==> config.mk <==
export PLATFORM = sky130hd
export DESIGN_NAME = mips32i_mem_arbiter
export DESIGN_NICKNAME = d
export VERILOG_FILES = /design/src/rtl/mips32i_mem_pkg.sv /design/src/rtl/mips32i_wait_timer.sv /design/src/rtl/mips32i_mem_arbiter.sv
export SDC_FILE = /design/constraint.sdc
export NUM_CORES = 1
export LEC_CHECK = 0
export CORE_AREA = 2 2 99 149
export CTS_CLUSTER_DIAMETER = 80
export DETAILED_ROUTE_END_ITERATION = 6
export DIE_AREA = 0 0 101 151
export GPL_ROUTABILITY_DRIVEN = 0
export GPL_TIMING_DRIVEN = 0
export PLACE_DENSITY = 0.87
export SLEW_MARGIN = 20
export SYNTH_ARGS = -nofsm -noshare
export SYNTH_HDL_FRONTEND = slang
export SYNTH_HIERARCHICAL = 1
export SYNTH_SLANG_ARGS = --single-unit
==> constraint.sdc <==
create_clock -name clk -period 3 [get_ports clk]
set_input_delay 0.3 -clock clk [delete_from_list [all_inputs] [get_ports clk]]
set_output_delay 0.3 -clock clk [all_outputs]
set_load 0.03 [all_outputs]
==> src/rtl/mips32i_mem_pkg.sv <==
// Shared types for the mips32i memory arbiter.
// FSM states, grant-owner encoding and size codes.
package mips32i_mem_pkg;

  typedef enum logic [2:0] {
    S_IDLE,
    S_FETCH,
    S_DATA,
    S_DONE,
    S_ERR
  } state_t;

  typedef enum logic {
    OWN_FETCH = 1'b0,
    OWN_DATA  = 1'b1
  } owner_t;

  localparam logic [1:0] SIZE_WORD = 2'b11;

endpackage

==> src/rtl/mips32i_wait_timer.sv <==
// Wait-cycle counter for a pending memory access.
// clk/rst, clr (grant), en (waiting), expired (last allowed cycle).
module mips32i_wait_timer #(
  parameter int TIMEOUT = 255
) (
  input  logic clk,
  input  logic rst,
  input  logic clr,
  input  logic en,
  output logic expired
);

  localparam int W = $clog2(TIMEOUT + 1);
  localparam logic [W-1:0] CNT_MAX  = W'(TIMEOUT);
  localparam logic [W-1:0] CNT_LAST = W'(TIMEOUT - 1);

  logic [W-1:0] cnt;

  always_ff @(posedge clk) begin
    if (rst) begin
      cnt <= '0;
    end else if (clr) begin
      cnt <= '0;
    end else if (en && cnt != CNT_MAX) begin
      cnt <= cnt + W'(1);
    end
  end

  // cnt holds the number of already-elapsed wait cycles, so
  // the current cycle is the TIMEOUT-th one when cnt hits LAST.
  assign expired = en && (cnt >= CNT_LAST);

endmodule

==> src/rtl/mips32i_mem_arbiter.sv <==
// Arbitrates fetch and load/store ports onto one memory port.
// Ports: if_* fetch, d_* data, mem_* memory, cpu_stall, bus_err.
module mips32i_mem_arbiter
  import mips32i_mem_pkg::*;
#(
  parameter int TIMEOUT = 255
) (
  input  logic        clk,
  input  logic        rst,
  input  logic        if_req,
  input  logic [31:0] if_addr,
  output logic [31:0] if_inst,
  output logic        if_done,
  input  logic        d_rd_en,
  input  logic        d_wt_en,
  input  logic [31:0] d_addr,
  input  logic [31:0] d_wdata,
  input  logic [1:0]  d_size,
  output logic [31:0] d_rdata,
  output logic        d_done,
  output logic        bus_err,
  output logic        cpu_stall,
  output logic        mem_req,
  output logic        mem_we,
  output logic [31:0] mem_addr,
  output logic [31:0] mem_wdata,
  output logic [1:0]  mem_size,
  input  logic [31:0] mem_rdata,
  input  logic        mem_ack
);

  state_t state, state_n;
  owner_t owner;

  logic d_req;
  logic grant_fetch;
  logic grant_data;
  logic waiting;
  logic expired;
  logic abort;
  logic finish;

  assign d_req = d_rd_en | d_wt_en;

  mips32i_wait_timer #(
    .TIMEOUT(TIMEOUT)
  ) u_timer (
    .clk    (clk),
    .rst    (rst),
    .clr    (grant_fetch | grant_data),
    .en     (waiting),
    .expired(expired)
  );

  always_ff @(posedge clk) begin
    if (rst) state <= S_IDLE;
    else     state <= state_n;
  end

  always_comb begin
    state_n     = state;
    grant_fetch = 1'b0;
    grant_data  = 1'b0;
    waiting     = 1'b0;
    unique case (state)
      S_IDLE: begin
        // owner doubles as last_grant: on a tie the port
        // that did not win last time is served.
        if (d_req && (!if_req || owner == OWN_FETCH)) begin
          state_n    = S_DATA;
          grant_data = 1'b1;
        end else if (if_req) begin
          state_n     = S_FETCH;
          grant_fetch = 1'b1;
        end
      end
      S_FETCH, S_DATA: begin
        waiting = 1'b1;
        if (mem_ack)      state_n = S_DONE;
        else if (expired) state_n = S_ERR;
      end
      S_DONE, S_ERR: state_n = S_IDLE;
      default:       state_n = S_IDLE;
    endcase
  end

  assign finish = waiting && mem_ack;
  assign abort  = waiting && !mem_ack && expired;

  always_ff @(posedge clk) begin
    if (rst) begin
      owner     <= OWN_FETCH;
      mem_we    <= 1'b0;
      mem_addr  <= '0;
      mem_wdata <= '0;
      mem_size  <= '0;
      if_inst   <= '0;
      d_rdata   <= '0;
    end else begin
      if (grant_data) begin
        owner     <= OWN_DATA;
        mem_addr  <= d_addr;
        mem_wdata <= d_wdata;
        mem_size  <= d_size;
        mem_we    <= d_wt_en;
      end else if (grant_fetch) begin
        owner     <= OWN_FETCH;
        mem_addr  <= if_addr;
        mem_wdata <= '0;
        mem_size  <= SIZE_WORD;
        mem_we    <= 1'b0;
      end
      if (finish) begin
        if (owner == OWN_FETCH) if_inst <= mem_rdata;
        else if (!mem_we)       d_rdata <= mem_rdata;
      end
      if (abort) begin
        if (owner == OWN_FETCH) if_inst <= '0;
        else                    d_rdata <= '0;
      end
    end
  end

  logic fin_state;
  assign fin_state = (state == S_DONE) || (state == S_ERR);

  assign mem_req   = (state == S_FETCH) || (state == S_DATA);
  assign if_done   = fin_state && (owner == OWN_FETCH);
  assign d_done    = fin_state && (owner == OWN_DATA);
  assign bus_err   = (state == S_ERR);
  assign cpu_stall = (if_req & ~if_done) | (d_req & ~d_done);

endmodule

==> results of run 1 <==
==> critical path: cells and delay by family (launching register included) <==
family                 cells  cell delay [ns]
AO/OA/AOI/OAI              3             0.53
buffers and inverters      2             0.40
XOR/XNOR                   1             0.24
AND/OR/NAND/NOR            5             0.95
flip-flops                 1             0.50
==> cell type report <==
| class | count | share of cell area [%] |
|---|---|---|
| multi-input combinational | 400 | 27.2 |
| sequential | 143 | 31.4 |
| buffer | 52 | 3.18 |
| clock inverter | 14 | 1.32 |
| clock buffer | 18 | 4.81 |
| tap | 165 | 2.26 |
| inverter | 4 | 0.165 |
| timing repair buffer | 271 | 29.7 |
==> per-layer routing <==
layer,vias up,share of wire [%]
li1,2715,-
met1,2643,37
met2,237,53
met3,42,7.0
met4,0,3.4
met5,-,0
==> power breakdown <==
group	switching, mW	leakage (nW)	internal, mW
Clock	0.889	0.256	1.10
Combinational	1.33	1.95	0.956
Sequential	0.154	1.17	2.17
==> Yosys cell counts (all sizes together) (4+ instances only) <==
cell	count	share of area, %
a22oi	95	15
nor2b	6	0.67
dfxtp	143	51
nand2	73	4.9
mux2i	4	0.71
a311oi	35	5.4
a21oi	6	0.53
buf	27	3.5
inv	4	0.27
o22ai	4	0.44
and3	4	0.53
nor2	138	10
clkbuf	25	1.7
==> cells by family (layout without fill, tap and decap cells) <==
kind of cell    count (synthesis)  in the layout  synth area share, %
compound gates                155            155                 24.0
xor+xnor                        2              2                0.444
fa+ha+maj                       2              2                0.443
buf+inv                        56            359                 5.41
flops                         143            143                 50.7
mux                             4              4                0.710
simple gates                  237            237                 18.2
==> final timing paths <==
path	slack, ns	startpoint	to	cells past startpoint
worst max register to register	0.26	state[1]	flip-flop	11
worst min-delay path	0.45	d_addr[18]	mem_addr[18]	3
worst min register to register	0.50	mem_addr[10]	mem_addr[10]	2
worst max-delay path	0.26	state[1]	flip-flop	11
==> metrics.yaml, run 1 <==
synthesis:
  synth_area_sq_mm: 0.00564
  synth_edf_count: 0
  ys_seq_elements: 143
  ys_seq_area_share_pct: 50.7
  postSynthAreaPerCell_sq_um: 9.42
  syn_nets: 737
  yosysWarnings: 6
  ys_async_sr_fraction_pct: 0
  synthFlopType: "dfxtp_1"
  ys_types: 45
  netlist_instances: 599
final_layout:
  fin_util_pct: 65.5
  final_cell_mix: "clkdlybuf4s50_1, dfxtp_1, nor2_1"
  final_cells: 1067
  multiInputGateArea_sq_mm: 0.00248
  finalNetCount: 1027
  syn2layout_area_growth_pct: 61.7
  diodes: 0
  fillCellCount: 1129
  stdcell_area_sq_mm: 0.00913
  drive_gt1_share_pct: 13.2
  final_common_cell: "clkdlybuf4s50_1"
  seq_area_sq_mm: 0.00286
min_path:
  holdCritPathClass: "input pin to flip-flop"
global_routing:
  grt_pass1_wl_um: 27200
  grt_overflow: 0
  grt_pass1_vias: 5462
  grt_usage_pct: 22.7
  grt_use_met3_pct: 6.74
  top_usage_layer: "met2"
  grtUsageMet1_pct: 23.3
  antenna_found_initial: 0
  use_met2_pct: 41.8
  grt_max_degree: 17
detailed_routing:
  first_iter_violations: 211
  drc_errors: 0
  routed_via_density: 5.28
  first_pass_iters: 5
  dr_total_vias: 5637
  ant_nets: 0
  routedWlPerCell_um: 16.7
  drt-total-wl_um: 17800
die:
  rows: 53
  die_area_sq_mm: 0.0153
  fp.dieW_um: 101
  die_h_um: 151
  coreArea_sq_mm: 0.0139
  ios: 272
  start_util_pct: 40.5
timing:
  fin_crit_sh_pct: 91.5
  report.final.slew_viol_count: 0
  hold_viol_final: 0
  relSlewSlack_pct: 53.4
  tightest_slew_ns: 0.699
  finalSetupViolCount: 0
  fin_skew_ns: 0.0126
  rsz0062_at_grt: "false"
  max_freq_mhz: 364
  setup_tns_ns: 0
  fin_crit_ns: 2.74
  timing.final.ws_setup_ns: 0.255
  timing.hold.ws_ns: 0.454
worst_setup_path:
  path_class: "flip-flop to flip-flop"
  cpPeakStageDelay_ns: 0.50
  required_ns: 3.28
  path_max_fanout: 10
  startpoint_type: "flip-flop"
  cp_slowest_cell: "dfxtp_1"
  endpoint_kind: "flip-flop"
  worstPathCellList: "xor2_2 > and2_2 > and3_1 > buf_6 > o21ai_0 > nor2_1 > nor2b_2 > o2111ai_1 > buf_4 > a22oi_2 > nor2_2"
  cp.arrival_ns: 3.03
clock_network:
  ctsHoldBuffers: 0
  tritoncts: "done"
  post_cts_resized: 0
  clk_latency_ns: 0.42
  htreeDepth: 4
  cts_buffer_depth: 2
  cts.sinks: 143
  clk_pin_slew_worst_paths_ns: 0.07
  post_cts_buffers: 0
  root_buffer: "clkbuf_16"
  numCtsBuffers: 17
placed_design:
  place_inst: 1035
  io_buffers: 271
  pre_cts_slack_ns: 0.123
  post_dp_cell_area_sq_mm: 0.00856
  post-dp-hpwl_um: 13600
job:
  drv_cap: 0
status:
  status: "finished clean"
power:
  power_density_mw_per_mm2: 724
  finalPower_mw: 6.60
  peakVddDrop_mv: 0.393
  p_leak_nw: 3.37
Note: power is estimated with default switching activity, not from simulation.
==> run 2: changes to the inputs <==
--- a/config.mk
+++ b/config.mk
@@ -12,6 +12,7 @@
 export GPL_ROUTABILITY_DRIVEN = 0
 export GPL_TIMING_DRIVEN = 0
 export PLACE_DENSITY = 0.87
+export SETUP_SLACK_MARGIN = 0.05
 export SLEW_MARGIN = 20
 export SYNTH_ARGS = -nofsm -noshare
 export SYNTH_HDL_FRONTEND = slang
==> run 2 against run 1 <==
Final area barely moved. Sequential cell count unchanged. Fmax grew 0.87%. Die area did not move. Critical path type unchanged. Critical path depth unchanged.
==> metrics.yaml, run 2 (same netlist as run 1, synthesis figures left out) <==
final_layout:
  diodes: 0
  finalNetCount: 1027
  final_common_cell: "clkdlybuf4s50_1"
  final_cell_mix: "clkdlybuf4s50_1, dfxtp_1, nor2_1"
  drive_gt1_share_pct: 13.3
  stdcell_area_sq_mm: 0.00913
  syn2layout_area_growth_pct: 61.7
timing:
  fin_skew_ns: 0.0126
  fin_crit_sh_pct: 90.7
  hold_viol_final: 0
  max_freq_mhz: 368
  finalSetupViolCount: 0
  relSlewSlack_pct: 53.4
  report.final.slew_viol_count: 0
  rsz0062_at_grt: "false"
  fin_crit_ns: 2.72
  setup_tns_ns: 0
  tightest_slew_ns: 0.699
status:
  status: "finished clean"
placed_design:
  post-dp-hpwl_um: 13600
  io_buffers: 271
  post_dp_cell_area_sq_mm: 0.00856
worst_setup_path:
  reg2reg_depth: 11
  worstSetupStartpoint: "state[0]"
  required_ns: 3.28
  path_max_fanout: 10
  r2r_slack_ns: 0.28
  path_class: "flip-flop to flip-flop"
  startpoint_type: "flip-flop"
  cp.arrival_ns: 3.00
  r2r-start: "state[0]"
  endpoint_kind: "flip-flop"
clock_network:
  clk_latency_ns: 0.42
  cts_buffer_depth: 2
  post_cts_buffers: 0
  ctsHoldBuffers: 0
  root_buffer: "clkbuf_16"
  tritoncts: "done"
  numCtsBuffers: 17
  clk_pin_slew_worst_paths_ns: 0.07
  htreeDepth: 4
  cts.sinks: 143
min_path:
  min_path_cells: 3
  holdCritPathClass: "input pin to flip-flop"
global_routing:
  grt_pass1_wl_um: 27200
  grt_pass1_vias: 5462
  grt_usage_pct: 22.7
  antenna_found_initial: 0
  grt_max_degree: 17
  grt_overflow: 0
power:
  p_leak_nw: 3.37
  power_density_mw_per_mm2: 724
  combPwrFrac_pct: 34.7
  sw_frac_of_total_pct: 36.0
  peakVddDrop_mv: 0.393
  switchingPower_mw: 2.38
  seqPwrFrac_pct: 35.2
  clkPwrFrac_pct: 30.2
  finalPower_mw: 6.60
  p_int_mw: 4.23
detailed_routing:
  drt-total-wl_um: 17800
  routed_via_density: 5.28
  dr_total_vias: 5636
  first_pass_iters: 5
  ant_nets: 0
  first_iter_violations: 211
  routedWlPerCell_um: 16.7
  drc_errors: 0
die:
  coreArea_sq_mm: 0.0139
  rows: 53
  ios: 272
  start_util_pct: 40.5
  die_area_sq_mm: 0.0153
  die_h_um: 151
  fp.dieW_um: 101
job:
  drv_cap: 0
## run 2: worst min path at each step
stage	slack (ns)	startpoint	end
after floorplan	0.43	mem_rdata[26]	flip-flop
after global placement	0.47	d_rdata[31]	d_rdata[31]
after detailed placement	0.49	d_rdata[31]	d_rdata[31]
after CTS	0.43	d_addr[3]	mem_addr[3]
after global routing	0.44	if_addr[22]	mem_addr[22]
final	0.45	d_addr[18]	mem_addr[18]
## run 2: stage by stage
stage | hold WS (ns) | util, % | std cells | setup WS [ns]
final | 0.454 | 65.5 | 1067 | 0.279
after global routing | 0.444 | 65.5 | 1067 | 0.0496
after CTS | 0.435 | 65.5 | 1067 | 0.119
after detailed placement | 0.489 | 61.5 | 1035 | 0.123
after global placement | 0.470 | 61.5 | 1035 | 0.161
after floorplan | 0.434 | - | 599 | 0.364
## run 2: final cells by class
type / count / area (sq um)
multi-input combinational: 400 / 2480
fill: 1128 / 4800
inverter: 4 / 15.0
clock inverter: 14 / 120
clock buffer: 18 / 439
buffer: 52 / 290
timing repair buffer: 271 / 2710
sequential: 143 / 2860
tap: 165 / 206
## run 2: critical path: stages (launching register included)
cell and delay, ns:
dfxtp_1 0.48, xor2_2 0.23, and2_2 0.27, and3_1 0.19, buf_6 0.12, o21ai_0 0.08, nor2_1 0.20, nor2b_2 0.25
o2111ai_1 0.24, buf_4 0.28, a22oi_2 0.21, nor2_2 0.04
## run 2: per-layer routing
layer	vias to the layer above	global-route usage [%]	share of wire [%]
li1	2715	-	-
met1	2642	23.3	37
met2	237	41.8	53
met3	42	6.74	7.0
met4	0	10.6	3.4
met5	-	0	0
## run 2: power groups by stage
stage,Sequential [mW],Clock [mW],Combinational (mW)
global route,2.35,2.12,2.45
global placement,2.35,0,2.27
CTS,2.32,2.04,2.30
floorplan,2.84,0,0.840
detailed placement,2.36,0,2.29
finish,2.32,1.99,2.29
## run 2: repair_timing
item / CTS / global route
gates resized for setup: 0 / 3
endpoints found under the hold margin: 0 / 0
setup endpoints to repair: 0 / 30
